### src/rtl/fp_ctrl_pkg.sv
// Shared definitions for the FP64 PI controller sequencer: FSM states,
// default external-unit latencies, IEEE-754 double constants and compare helpers.
package fp_ctrl_pkg;

    typedef enum logic [3:0] {
        IDLE,
        MUL0,
        MUL1,
        WMUL,
        ADD1,
        WADD1,
        ADD2,
        WADD2,
        SAT,
        OUT
    } state_t;

    localparam int unsigned DEF_MUL_LAT = 11;
    localparam int unsigned DEF_ADD_LAT = 14;

    localparam logic [63:0] FP64_ZERO  = 64'h0000_0000_0000_0000;
    localparam logic [63:0] FP64_ONE   = 64'h3FF0_0000_0000_0000;
    localparam logic [63:0] FP64_POS10 = 64'h4024_0000_0000_0000;
    localparam logic [63:0] FP64_NEG10 = 64'hC024_0000_0000_0000;

    // Maps a double onto an unsigned key whose ordering matches numeric order;
    // both signed zeros share one key so they compare equal.
    function automatic logic [63:0] fp64_key(input logic [63:0] x);
        logic [63:0] k;
        if (x[62:0] == 63'd0) begin
            k = 64'h8000_0000_0000_0000;
        end else if (x[63]) begin
            k = ~x;
        end else begin
            k = {1'b1, x[62:0]};
        end
        return k;
    endfunction

    function automatic logic fp64_is_special(input logic [63:0] x);
        return &x[62:52];
    endfunction

endpackage

### src/rtl/fp64_clamp.sv
// Combinational IEEE-754 double clamp: y = min(max(x, lo), hi) using a
// sign-magnitude ordering in which -0.0 and +0.0 are equal.
module fp64_clamp
    import fp_ctrl_pkg::*;
(
    input  logic [63:0] x,
    input  logic [63:0] lo,
    input  logic [63:0] hi,
    output logic [63:0] y
);

    logic [63:0] x_key;
    logic [63:0] lo_key;
    logic [63:0] hi_key;

    always_comb begin
        x_key  = fp64_key(x);
        lo_key = fp64_key(lo);
        hi_key = fp64_key(hi);
        if (x_key > hi_key) begin
            y = hi;
        end else if (x_key < lo_key) begin
            y = lo;
        end else begin
            y = x;
        end
    end

endmodule

### src/rtl/pi_fp_seq.sv
// Sequences one PI update u[n] = clamp(u[n-1] + B0*e[n] + B1*e[n-1]) through an
// external pipelined FP64 multiplier and adder, one sample at a time.
module pi_fp_seq
    import fp_ctrl_pkg::*;
#(
    parameter int unsigned MUL_LAT = DEF_MUL_LAT,
    parameter int unsigned ADD_LAT = DEF_ADD_LAT,
    parameter logic [63:0] B0      = FP64_ONE,
    parameter logic [63:0] B1      = FP64_ZERO,
    parameter logic [63:0] UMAX    = FP64_POS10,
    parameter logic [63:0] UMIN    = FP64_NEG10
) (
    input  logic        clk,
    input  logic        rst,
    input  logic [63:0] e0,
    input  logic        e0ready,
    output logic [63:0] mula,
    output logic [63:0] mulb,
    input  logic [63:0] mulr,
    output logic [63:0] adda,
    output logic [63:0] addb,
    input  logic [63:0] addr,
    output logic [63:0] u,
    output logic        uready,
    output logic        busy,
    output logic        overrun
);

    localparam int unsigned MAX_LAT = (MUL_LAT > ADD_LAT) ? MUL_LAT : ADD_LAT;
    localparam int unsigned CNT_W   = (MAX_LAT > 1) ? $clog2(MAX_LAT) : 1;
    localparam logic [CNT_W-1:0] MUL_WAIT = CNT_W'(MUL_LAT - 1);
    localparam logic [CNT_W-1:0] ADD_WAIT = CNT_W'(ADD_LAT - 1);

    state_t           state_q,   state_d;
    logic [CNT_W-1:0] cnt_q,     cnt_d;
    logic [63:0]      u_q,       u_d;
    logic [63:0]      u_prev_q,  u_prev_d;
    logic [63:0]      e_prev_q,  e_prev_d;
    logic             uready_q,  uready_d;
    logic             busy_q,    busy_d;
    logic             overrun_q, overrun_d;
    logic [63:0]      e_n_q,     e_n_d;
    logic [63:0]      p0_q,      p0_d;
    logic [63:0]      p1_q,      p1_d;
    logic [63:0]      s_q,       s_d;
    logic [63:0]      r_q,       r_d;
    logic [63:0]      u_sat;

    fp64_clamp u_clamp (
        .x  (r_q),
        .lo (UMIN),
        .hi (UMAX),
        .y  (u_sat)
    );

    always_comb begin
        // NOTE: every signal gets its default before the case so no path can infer a latch.
        state_d   = state_q;
        cnt_d     = cnt_q;
        u_d       = u_q;
        u_prev_d  = u_prev_q;
        e_prev_d  = e_prev_q;
        uready_d  = 1'b0;
        overrun_d = overrun_q;
        e_n_d     = e_n_q;
        p0_d      = p0_q;
        p1_d      = p1_q;
        s_d       = s_q;
        r_d       = r_q;

        if (e0ready && (state_q != IDLE)) begin
            overrun_d = 1'b1;
        end

        case (state_q)
            IDLE: begin
                if (e0ready) begin
                    if (fp64_is_special(e0)) begin
                        overrun_d = 1'b1;
                    end else begin
                        e_n_d   = e0;
                        state_d = MUL0;
                    end
                end
            end
            MUL0: state_d = MUL1;
            MUL1: begin
                // With a single-cycle multiplier the B0 product is already back.
                if (MUL_LAT == 1) begin
                    p0_d = mulr;
                end
                cnt_d   = MUL_WAIT;
                state_d = WMUL;
            end
            WMUL: begin
                if (cnt_q == CNT_W'(1)) begin
                    p0_d = mulr;
                end
                if (cnt_q == '0) begin
                    p1_d    = mulr;
                    state_d = ADD1;
                end else begin
                    cnt_d = cnt_q - CNT_W'(1);
                end
            end
            ADD1: begin
                cnt_d   = ADD_WAIT;
                state_d = WADD1;
            end
            WADD1: begin
                if (cnt_q == '0) begin
                    s_d     = addr;
                    state_d = ADD2;
                end else begin
                    cnt_d = cnt_q - CNT_W'(1);
                end
            end
            ADD2: begin
                cnt_d   = ADD_WAIT;
                state_d = WADD2;
            end
            WADD2: begin
                if (cnt_q == '0) begin
                    r_d     = addr;
                    state_d = SAT;
                end else begin
                    cnt_d = cnt_q - CNT_W'(1);
                end
            end
            SAT: begin
                u_d      = u_sat;
                uready_d = 1'b1;
                state_d  = OUT;
            end
            OUT: begin
                u_prev_d = u_q;
                e_prev_d = e_n_q;
                state_d  = IDLE;
            end
            default: state_d = IDLE;
        endcase

        busy_d = (state_d != IDLE);
    end

    // Operands are a pure decode of the state so they stay put through each wait.
    always_comb begin
        mula = '0;
        mulb = '0;
        adda = '0;
        addb = '0;
        case (state_q)
            MUL0: begin
                mula = e_n_q;
                mulb = B0;
            end
            MUL1, WMUL: begin
                mula = e_prev_q;
                mulb = B1;
            end
            ADD1, WADD1: begin
                adda = p0_q;
                addb = p1_q;
            end
            ADD2, WADD2: begin
                adda = s_q;
                addb = u_prev_q;
            end
            default: ;
        endcase
    end

    // NOTE: sequential state uses non-blocking assignments only, so every flop samples pre-edge values.
    always_ff @(posedge clk) begin
        if (rst) begin
            state_q   <= IDLE;
            cnt_q     <= '0;
            u_q       <= '0;
            u_prev_q  <= '0;
            e_prev_q  <= '0;
            uready_q  <= 1'b0;
            busy_q    <= 1'b0;
            overrun_q <= 1'b0;
        end else begin
            state_q   <= state_d;
            cnt_q     <= cnt_d;
            u_q       <= u_d;
            u_prev_q  <= u_prev_d;
            e_prev_q  <= e_prev_d;
            uready_q  <= uready_d;
            busy_q    <= busy_d;
            overrun_q <= overrun_d;
        end
    end

    // NOTE: datapath holding registers carry no reset; each is written before any state reads it.
    always_ff @(posedge clk) begin
        e_n_q <= e_n_d;
        p0_q  <= p0_d;
        p1_q  <= p1_d;
        s_q   <= s_d;
        r_q   <= r_d;
    end

    assign u       = u_q;
    assign uready  = uready_q;
    assign busy    = busy_q;
    assign overrun = overrun_q;

endmodule

### config.mk
export PLATFORM = sky130hd
export DESIGN_NAME = pi_fp_seq
export DESIGN_NICKNAME = d
export VERILOG_FILES = /design/src/rtl/fp_ctrl_pkg.sv /design/src/rtl/fp64_clamp.sv /design/src/rtl/pi_fp_seq.sv
export SDC_FILE = /design/constraint.sdc
export NUM_CORES = 1
export LEC_CHECK = 0
export ABC_AREA = 1
export CAP_MARGIN = 15
export CELL_PAD_IN_SITES_DETAIL_PLACEMENT = 1
export CELL_PAD_IN_SITES_GLOBAL_PLACEMENT = 1
export CORE_ASPECT_RATIO = 0.5
export CORE_UTILIZATION = 41
export CTS_CLUSTER_DIAMETER = 120
export DETAILED_ROUTE_END_ITERATION = 8
export GPL_ROUTABILITY_DRIVEN = 0
export GPL_TIMING_DRIVEN = 1
export MAX_ROUTING_LAYER = met4
export PLACE_DENSITY_LB_ADDON = 0.1
export SLEW_MARGIN = 20
export SYNTH_ARGS = -nofsm -noshare
export SYNTH_HDL_FRONTEND = slang
export SYNTH_SLANG_ARGS = --single-unit
### constraint.sdc
create_clock -name clk -period 14.4 [get_ports clk]
set_input_delay 2.88 -clock clk [delete_from_list [all_inputs] [get_ports clk]]
set_output_delay 2.88 -clock clk [all_outputs]
set_load 0.1 [all_outputs]
==> reports/metrics.cfg, run 1 <==
[outcome]
outcome = finished, final reports clean

[timing]
final_max_slew_viol_count = 0
tightest_slew_ns = 1.177
setup_viol = 0
fin_worst_skew_ns = 0.01976
rsz0062_at_grt = false
slew_headroom_pct = 21.51
hold_violations = 0
fin_crit_sh_pct = 50.79
worst_slack_ns = 7.087
max_freq_mhz = 136.7
tns_ns = 0
min_period_ns = 7.313

[setup_path]
end_kind = primary output
path_max_fanout = 75
worst_setup_path_start_kind = register
rrSetupSlack_ns = 10.06
r2r_cells = 8
crit_arrival_ns = 4.43
r2r_start = state_q[1]
crit_type = reg -> out
regToRegEndpoint = u_prev_q[6]
worstPathRequired_ns = 11.52

[global_route]
grt_pass1_vias = 18350
grt_use_total_pct = 25.58
grt_start_max_net_pins = 223
grt_overflow_total = 0
antenna_found_initial = 5
grt_pass1_wl_mm = 106.9

[hold_path]
hold_class = reg -> reg
whs_path_depth = 2
min_from = u[52]
hold_end = u[52]

[clock_tree]
cts-resized-gates = 0
clockBufferDepth = 3
htreeDepth = 2
cts_buffers = 48
clock_latency_ns = 0.59
clockRootBuffer = clkbuf_16
clock_sinks = 523
post_cts_buffers = 0
cts.clk_slew.worst_paths_ns = 0.07
cts_tree = yes
cts_hold_buf = 0

[route]
detail-route-antenna-nets = 0
drtPass1Iterations = 5
wl_per_cell_um = 20.26
drc_errors = 0
drt_iter0_drc = 1076
avgViaCountPerCell = 5.214
via_count = 18030
drt_wl_total_mm = 70.07

[synth]
yosysWarnings = 0
yosysUniqueCellTypes = 35
synth_area_per_cell_um2 = 9.424
ys_async_sr_fraction_pct = 0
post_synth_inst_count = 2354
syn_area_um2 = 22190
ys_ff_latch = 523
yosysSeqAreaShare_pct = 61.63
ys.flop_type = edfxtp_1
synth_edf_count = 320

[power]
clkPwrFrac_pct = 34.7
internal_power_mw = 2.554
comb_power_share_pct = 21.1
power.leakage_nw = 11.15
p_sw_share_pct = 32.85
vdd.ir_drop.worst_mv = 0.07072
p_per_area_nw_per_um2 = 133.2
netSwitchingPower_mw = 1.249
seq_power_share_pct = 44.3

[die]
num_io_pins = 518
coreArea_um2 = 52710
fp.dieH_um = 166.5
die_w_um = 331.0
dieArea_um2 = 55100
start_util_pct = 42.09
num_rows = 59

[layout]
drive_gt1_share_pct = 3.999
finalNetCount = 2908
finalNonFillerCells = 3458
fillers = 5931
area_growth_pct = 28.66

[place]
dp.cells = 3362
post-place-ws_ns = 7.518
dp_hpwl_mm = 45.23
port-buffer-count = 463

[job]
cap_violations = 0

-- power by group through the flow --
stage	clock, mW	combinational (mW)	sequential [mW]
finish	1.32	0.802	1.68
global route	1.41	0.833	1.69
CTS	1.34	0.805	1.68
detailed placement	0	0.804	1.72
global placement	0	0.793	1.72
floorplan	0	0.609	1.71
-- cells in the mapped netlist (17+ instances only) --
cell type / count / area, um2
edfxtp_1: 320 / 9609
a22o_1: 64 / 560.5
nand4_1: 63 / 394.1
nand2_1: 475 / 1783
nand3_1: 267 / 1336
buf_4: 65 / 488.0
clkbuf_1: 117 / 439.2
nor2_1: 386 / 1449
inv_1: 81 / 304.0
buf_2: 17 / 85.08
o21ai_0: 141 / 705.7
a21oi_1: 68 / 340.3
dfxtp_1: 203 / 4064
-- worst max-delay path by stage --
stage,slack (ns),cells after the start,endpoint,start
after floorplan,8.17,3,e_n_q[0],e0[59]
after global placement,7.71,6,mula[5],state_q[1]
after detailed placement,7.52,6,mula[5],state_q[1]
after CTS,6.89,6,mula[5],state_q[1]
after global routing,6.87,6,mula[37],state_q[1]
final,7.09,6,mula[12],state_q[1]
-- logic make-up after synthesis --
family	share of synthesized area, %
buf+inv	6.813
xor+xnor	1.026
fa+ha+maj	0.1128
other cells	0.01690
flops	61.63
simple gates	22.93
compound gates	7.467
-- sequential cells by signal (all words and copies together) (netlist names), 4 cells and up --
register,count
p1_q,64
cnt_q,4
s_q,64
r_q,64
e_prev_q,64
state_q,4
e_n_q,64
u_prev_q,64
u,64
p0_q,64
-- cell type report --
type	instances	area (um2)	share of cell area, %
Clock buffer	69	1411	4.945
Clock inverter	21	186.4	0.6531
Timing Repair Buffer	480	4776	16.73
Tap cell	701	877.1	3.073
Antenna cell	6	15.01	0.05260
Sequential cell	523	13680	47.92
Multi-Input combinational cell	1573	7271	25.47
Inverter	85	330.3	1.157
-- routing by layer --
| metal | wire length, um | vias up | share of wire [%] | GRT usage [%] |
|---|---|---|---|---|
| li1 | - | 8572 | - | - |
| met3 | 3449 | 104 | 4.9 | 4.491 |
| met4 | 2028 | 0 | 2.9 | 8.137 |
| met2 | 33150 | 447 | 47 | 40.67 |
| met5 | 0 | - | 0 | - |
| met1 | 31440 | 8906 | 45 | 33.21 |
-- placed cells by master (no fill, tap or decap), types with 6 or more instances in the layout --
cell type | synthesis | routed
nand2_1 | 475 | 475
clkdlybuf4s50_1 | 0 | 462
nor2_1 | 386 | 381
edfxtp_1 | 320 | 320
nand3_1 | 267 | 267
dfxtp_1 | 203 | 202
o21ai_0 | 141 | 141
inv_1 | 81 | 78
a21oi_1 | 68 | 68
a22o_1 | 64 | 64
nand4_1 | 63 | 63
conb_1 | 1 | 54
clkbuf_16 | 0 | 49
xnor2_1 | 16 | 16
buf_4 | 65 | 16
clkbuf_8 | 0 | 11
xor2_1 | 10 | 10
and2_1 | 9 | 9
clkinv_1 | 1 | 9
clkbuf_1 | 117 | 9
diode_2 | 0 | 6
nor2_4 | 0 | 6
clkinv_2 | 0 | 6
-- per-stage QoR --
stage          instance area [um2]  util [%]  power (mW)  hold WS [ns]
5_1_grt                      28540     54.15       3.928        0.5068
4_1_cts                      28520     54.10       3.833        0.4874
2_1_floorplan                22380         -       2.315        0.4659
3_3_place_gp                 26920     51.07       2.510        0.4705
3_5_place_dp                 26920     51.07       2.520        0.4777
6_report                     28540     54.15       3.803        0.4856
-- critical path: stages, from the launching register on --
cell	delay, ns
dfxtp_4	0.54
inv_4	0.63
nand2_1	0.36
nor2_4	0.17
buf_4	0.56
a22o_1	0.29
clkdlybuf4s50_1	1.14
(Power assumes the default switching activity.)
==> run 2, diff against run 1 <==
--- a/config.mk
+++ b/config.mk
@@ -10,7 +10,7 @@
 export CELL_PAD_IN_SITES_DETAIL_PLACEMENT = 1
 export CELL_PAD_IN_SITES_GLOBAL_PLACEMENT = 1
 export CORE_ASPECT_RATIO = 0.5
-export CORE_UTILIZATION = 41
+export CORE_UTILIZATION = 38
 export CTS_CLUSTER_DIAMETER = 120
 export DETAILED_ROUTE_END_ITERATION = 8
 export GPL_ROUTABILITY_DRIVEN = 0
==> constraint.sdc (replaced) <==
create_clock -name clk -period 7.6 [get_ports clk]
set_input_delay 1.52 -clock clk [delete_from_list [all_inputs] [get_ports clk]]
set_output_delay 1.52 -clock clk [all_outputs]
set_load 0.1 [all_outputs]
==> reports/metrics.cfg, run 2 (synthesis results as in run 1) <==
[power]
clkPwrFrac_pct = 35.5
netSwitchingPower_mw = 2.390
p_per_area_nw_per_um2 = 254.8
vdd.ir_drop.worst_mv = 0.1569
power.leakage_nw = 11.21
seq_power_share_pct = 43.4
comb_power_share_pct = 21.1
internal_power_mw = 4.941
p_sw_share_pct = 32.60

[clock_tree]
cts_hold_buf = 0
htreeDepth = 2
post_cts_buffers = 0
cts_tree = yes
clock_sinks = 523
cts-resized-gates = 0
cts.clk_slew.worst_paths_ns = 0.07
clockRootBuffer = clkbuf_16
clockBufferDepth = 3
clock_latency_ns = 0.59
cts_buffers = 49

[layout]
layout_common_cells = nand2_1, clkdlybuf4s50_1, nor2_1, edfxtp_1, nand3_1
regArea_um2 = 13680
final_cell_area_um2 = 28770
area_growth_pct = 29.69
multi_input_area_um2 = 7264
layout_commonest_cell = nand2_1
finalNetCount = 2912
fillers = 6400
drive_gt1_share_pct = 4.209

[global_route]
antenna_found_initial = 3
grt_overflow_total = 0
grt_use_total_pct = 24.44
grt_pass1_wl_mm = 109.4
grt_start_max_net_pins = 100
grt_pass1_vias = 18260

[hold_path]
hold_end = u[45]
whs_path_depth = 2
hold_class = reg -> reg
min_from = u[45]

[timing]
min_period_ns = 6.034
tns_ns = 0
setup_viol = 0
rsz0062_at_grt = false
tightest_slew_ns = 1.143
hold_violations = 0
final_max_slew_viol_count = 0
fin_crit_sh_pct = 79.40
worst_slack_ns = 1.566
slew_headroom_pct = 23.58
fin_worst_skew_ns = 0.02480
max_freq_mhz = 165.7
fin_hold_ws_ns = 0.4814

[die]
start_util_pct = 38.54
fp.dieH_um = 172.9
coreArea_um2 = 57560
num_io_pins = 518
die_w_um = 343.7
num_rows = 62
dieArea_um2 = 59410

[route]
drt_wl_total_mm = 71.77
drtPass1Iterations = 5
avgViaCountPerCell = 5.114
drc_errors = 0
wl_per_cell_um = 20.33
detail-route-antenna-nets = 0
via_count = 18050
drt_iter0_drc = 1181

[outcome]
outcome = finished, final reports clean

[setup_path]
end_kind = primary output
cp_slowest_cell = clkdlybuf4s50_1
worstPathRequired_ns = 6.08
max_stage_delay_ns = 1.16
r2r_start = state_q[1]
regToRegEndpoint = u_prev_q[3]
crit_type = reg -> out
critPathBufInv = 4
cp_cell_sequence = inv_4, nand2_1, nor2_4, buf_12, buf_4, a22o_1, clkdlybuf4s50_1
r2r_cells = 8
rrSetupSlack_ns = 3.67
path_max_fanout = 67
worst_setup_path_start_kind = register
critPathTopFamily = buffers and inverters
crit_arrival_ns = 4.51

[place]
port-buffer-count = 463
placed_cell_area_um2 = 27050
dp_hpwl_mm = 46.32
post-place-ws_ns = 2.129

[job]
cap_violations = 0

-- run 2: changes by cell type in the layout (fill, tap and decap cells not counted), sizes merged --
| cell | delta |
|---|---|
| inv | -1 |
| clkinv | -6 |
| bufinv | +1 |
| buf | +3 |
| clkbuf | +8 |
-- run 2: power by group through the flow --
stage / Sequential, mW / Clock (mW) / Combinational, mW
2_1_floorplan: 3.23 / 0 / 1.15
3_3_place_gp: 3.25 / 0 / 1.53
3_5_place_dp: 3.25 / 0 / 1.55
4_1_cts: 3.18 / 2.67 / 1.55
5_1_grt: 3.19 / 2.78 / 1.61
6_report: 3.18 / 2.60 / 1.54
-- run 2: through the flow --
step / utilization (%) / cells / power, mW
finish: 49.98 / 3530 / 7.331
CTS: 49.91 / 3523 / 7.400
global placement: 46.95 / 3430 / 4.773
floorplan: - / 2407 / 4.386
detailed placement: 46.99 / 3431 / 4.795
global route: 49.97 / 3527 / 7.581
-- run 2: layout make-up --
| type | count | area share (%) |
|---|---|---|
| Sequential cell | 523 | 47.54 |
| Clock inverter | 15 | 0.6480 |
| Clock buffer | 77 | 5.197 |
| Multi-Input combinational cell | 1573 | 25.25 |
| Inverter | 85 | 1.157 |
| Tap cell | 768 | 3.340 |
| Antenna cell | 6 | 0.05219 |
| Timing Repair Buffer | 483 | 16.82 |
-- run 2: worst register-to-register path: cells and delay by family (launching register included) --
kind                   cells  cell delay, ns
buffers and inverters      4            2.33
flip-flops                 1            0.52
AND/OR/NAND/NOR            4            0.95
-- run 2: routing by layer --
metal	vias up	global-route usage (%)	wire length, um	part of all wire, %
met5	-	-	0	0
li1	8580	-	-	-
met4	0	5.704	1489	2.1
met3	88	3.782	3019	4.2
met2	362	38.99	34110	48
met1	9022	32.69	33150	46
-- run 2: worst max-delay path by stage --
| stage | from | endpoint | slack [ns] | depth (start not counted) |
|---|---|---|---|---|
| floorplan | cnt_q[0] | s_q[0] | 1.67 | 6 |
| global placement | state_q[1] | mula[10] | 1.86 | 6 |
| detailed placement | state_q[1] | mula[8] | 2.13 | 7 |
| CTS | state_q[1] | mula[8] | 1.47 | 7 |
| global route | state_q[1] | mula[8] | 1.29 | 7 |
| finish | state_q[1] | mula[8] | 1.57 | 7 |
==> RTL edit: new RTL, flow settings as in run 2 <==
The package constant `DEF_MUL_LAT` goes from 11 to 12.
--- a/src/rtl/fp_ctrl_pkg.sv
+++ b/src/rtl/fp_ctrl_pkg.sv
@@ -17,3 +17,3 @@
 
-    localparam int unsigned DEF_MUL_LAT = 11;
+    localparam int unsigned DEF_MUL_LAT = 12;
     localparam int unsigned DEF_ADD_LAT = 14;
Check against the original RTL: no difference found for any inputs over 4 cycles, from zero or initial values and one cycle with rst high; that may be too few to reach the edited logic, so the function may still have changed.
==> RTL edit against run 2 <==
Worst setup slack worse by 0.33 ns. Die area down 1.1%. Final cell count shrank 1.1%. Wire length fell by 3.4%. Global-route usage decreased by 0.62 points. Largest power group unchanged. Sequential cell count is the same. Total power fell by 2.9%. Cell area fell by 1.5%. Clock skew up 0.0055 ns. Synthesized area is 1.1% lower. Largest cell class unchanged. Sequential share of layout area is 0.75 points higher. Critical endpoint is now mula[35].
==> RTL edit: results (changes against run 2) <==
| Metric | Value |
|---|---|
| Clock Latency Late Sink | `0.59 ns (about the same)` |
| Root buffer cell | `clkbuf_16` |
| R2R Setup Slk | `3.71 ns (+0.04 ns)` |
| Status | `finished, final reports clean` |
| Placed cell areas | `26,800 um^2 (-0.97%)` |
| VDD IR-drop max | `0.141 mV (-10%)` |
| Reg clk slew, reported paths | `0.07 ns (about the same)` |
| Clock buffer depth | `3 (unchanged)` |
| Ys async rst share | `0% (unchanged)` |
| DRT Pass-1 Iters | `5 (unchanged)` |
| Net Sw Frac | `32.5% (-0.057 points)` |
| WHS Path Cells | `2 (unchanged)` |
| CP Max Fanout | `70 (+4.5%)` |
| Buffer count from post-CTS setup fixing | `0 (unchanged)` |
| Predominant post-synthesis flop cell | `edfxtp_1` |
| Ratio of cells with drive above 1 in the final layout | `3.95% (-0.26 points)` |
| Initial antenna violation count | `2 (-1)` |
| Total CTS buffers | `48 (-2.0%)` |
| Port Buffers | `463 (unchanged)` |
| Clk_skew | `0.0303 ns (+0.00547 ns)` |
| Max H-tree Level | `2 (unchanged)` |
| Maxcap violations | `0 (unchanged)` |
| Reg2reg path depth | `8 (unchanged)` |
| Avg WL per Cell | `19.9 um (-2.4%)` |
| Number of global-route vias before repair | `17,901 (-2.0%)` |
| Min-delay worst type | `reg -> reg` |
| Sequential element share of the synthesized area | `62.3% (+0.71 points)` |
| Dpl hpwl | `45,800 um (-1.2%)` |
| Hold slack | `0.485 ns (+0.00353 ns)` |
| Largest cells by area after synthesis | `edfxtp_1 (44%), dfxtp_1 (19%), nand3_1 (7.6%), nand2_1 (7.4%), nor2_1 (7.0%)` |
| Static leakage | `11.1 nW (-1.2%)` |
| First-pass GRT wire length | `106,000 um (-3.4%)` |
| Largest net degree at the start of global routing | `136 (+36%)` |
| Worst-margin pin slew | `1.10 ns (-0.0377 ns)` |
| Via-to-Cell Ratio | `5.10 (-0.33%)` |
| Final #Nets | `2,894 (-0.62%)` |
| Synth Warn # | `0 (unchanged)` |
| Critical path arrival | `4.84 ns (+0.33 ns)` |
| Cts repair resizes | `0 (unchanged)` |
| Post-synth EDFFs | `320 (unchanged)` |
| Top cells by instance count after synthesis | `nand2_1 (432), nor2_1 (408), nand3_1 (334)` |
| Total GRT Usage | `23.8% (-0.62 points)` |
| Initial DRC Count | `1,300 (+10%)` |
| Netlist cell types | `31 (-11%)` |
[RTL edit: changes by cell type after synthesis, sizes merged, moves of 2 or more]
cell | before | now
and2 | 9 | 4
buf | 108 | 106
clkbuf | 118 | 114
inv | 84 | 96
nand2 | 476 | 433
nand3 | 268 | 334
nand4 | 63 | 14
nor2 | 387 | 409
xnor2 | 16 | 3
xor2 | 10 | 1
[RTL edit: final cells by class]
cell class / count / area, um^2
Fill cell: 6276 / 27900
Sequential cell: 523 / 13700
Multi-Input combinational cell: 1543 / 6990
Timing Repair Buffer: 485 / 4810
Clock buffer: 80 / 1450
Tap cell: 756 / 946
Inverter: 96 / 370
Clock inverter: 8 / 86.3
Antenna cell: 1 / 2.50
[RTL edit: kinds of logic after synthesis]
| logic type | count (synthesis) | synth area share (%) |
|---|---|---|
| simple gates | 1202 | 22.8 |
| flops | 523 | 62.3 |
| buf+inv | 316 | 7.02 |
| compound gates | 281 | 7.59 |
| xor+xnor | 4 | 0.160 |
| fa+ha+maj | 2 | 0.114 |
| other cells | 1 | 0.0171 |
[RTL edit: path summary, 6_finish.rpt]
| kind | from | end |
|---|---|---|
| setup / recovery | state_q[1] | mula[35] |
| hold / removal | u[16] | u[16] |
| setup reg to reg | state_q[1] | u_prev_q[1] |
| hold reg to reg | u[16] | u[16] |
[RTL edit: routing by layer]
layer	track usage, %	up-vias	share of wire (%)	wire [um]
li1	-	8478	-	-
met1	31.2	8838	44	30800
met2	39.6	401	49	33700
met3	3.44	82	5.2	3620
met4	4.66	0	1.7	1180
met5	-	-	0	0
[RTL edit: per-stage QoR]
| stage | std cells | setup WS, ns |
|---|---|---|
| after global routing | 3492 | 0.918 |
| after CTS | 3491 | 1.19 |
| after global placement | 3403 | 1.94 |
| after detailed placement | 3403 | 1.81 |
| final | 3492 | 1.24 |
| after floorplan | 2382 | 1.66 |
[RTL edit: power groups by stage]
stage	clock network (mW)	registers (mW)	logic, mW
2_1_floorplan	0	3.23	1.13
3_3_place_gp	0	3.25	1.48
3_5_place_dp	0	3.25	1.50
4_1_cts	2.50	3.19	1.50
5_1_grt	2.61	3.20	1.56
6_report	2.44	3.19	1.50
[RTL edit: critical path, cell delays in order (launching register included)]
cell	delay, ns
dfxtp_4	0.56
inv_4	0.66
nand2_1	0.30
nor2_4	0.84
buf_4	0.50
a22o_1	0.23
clkdlybuf4s50_1	1.14
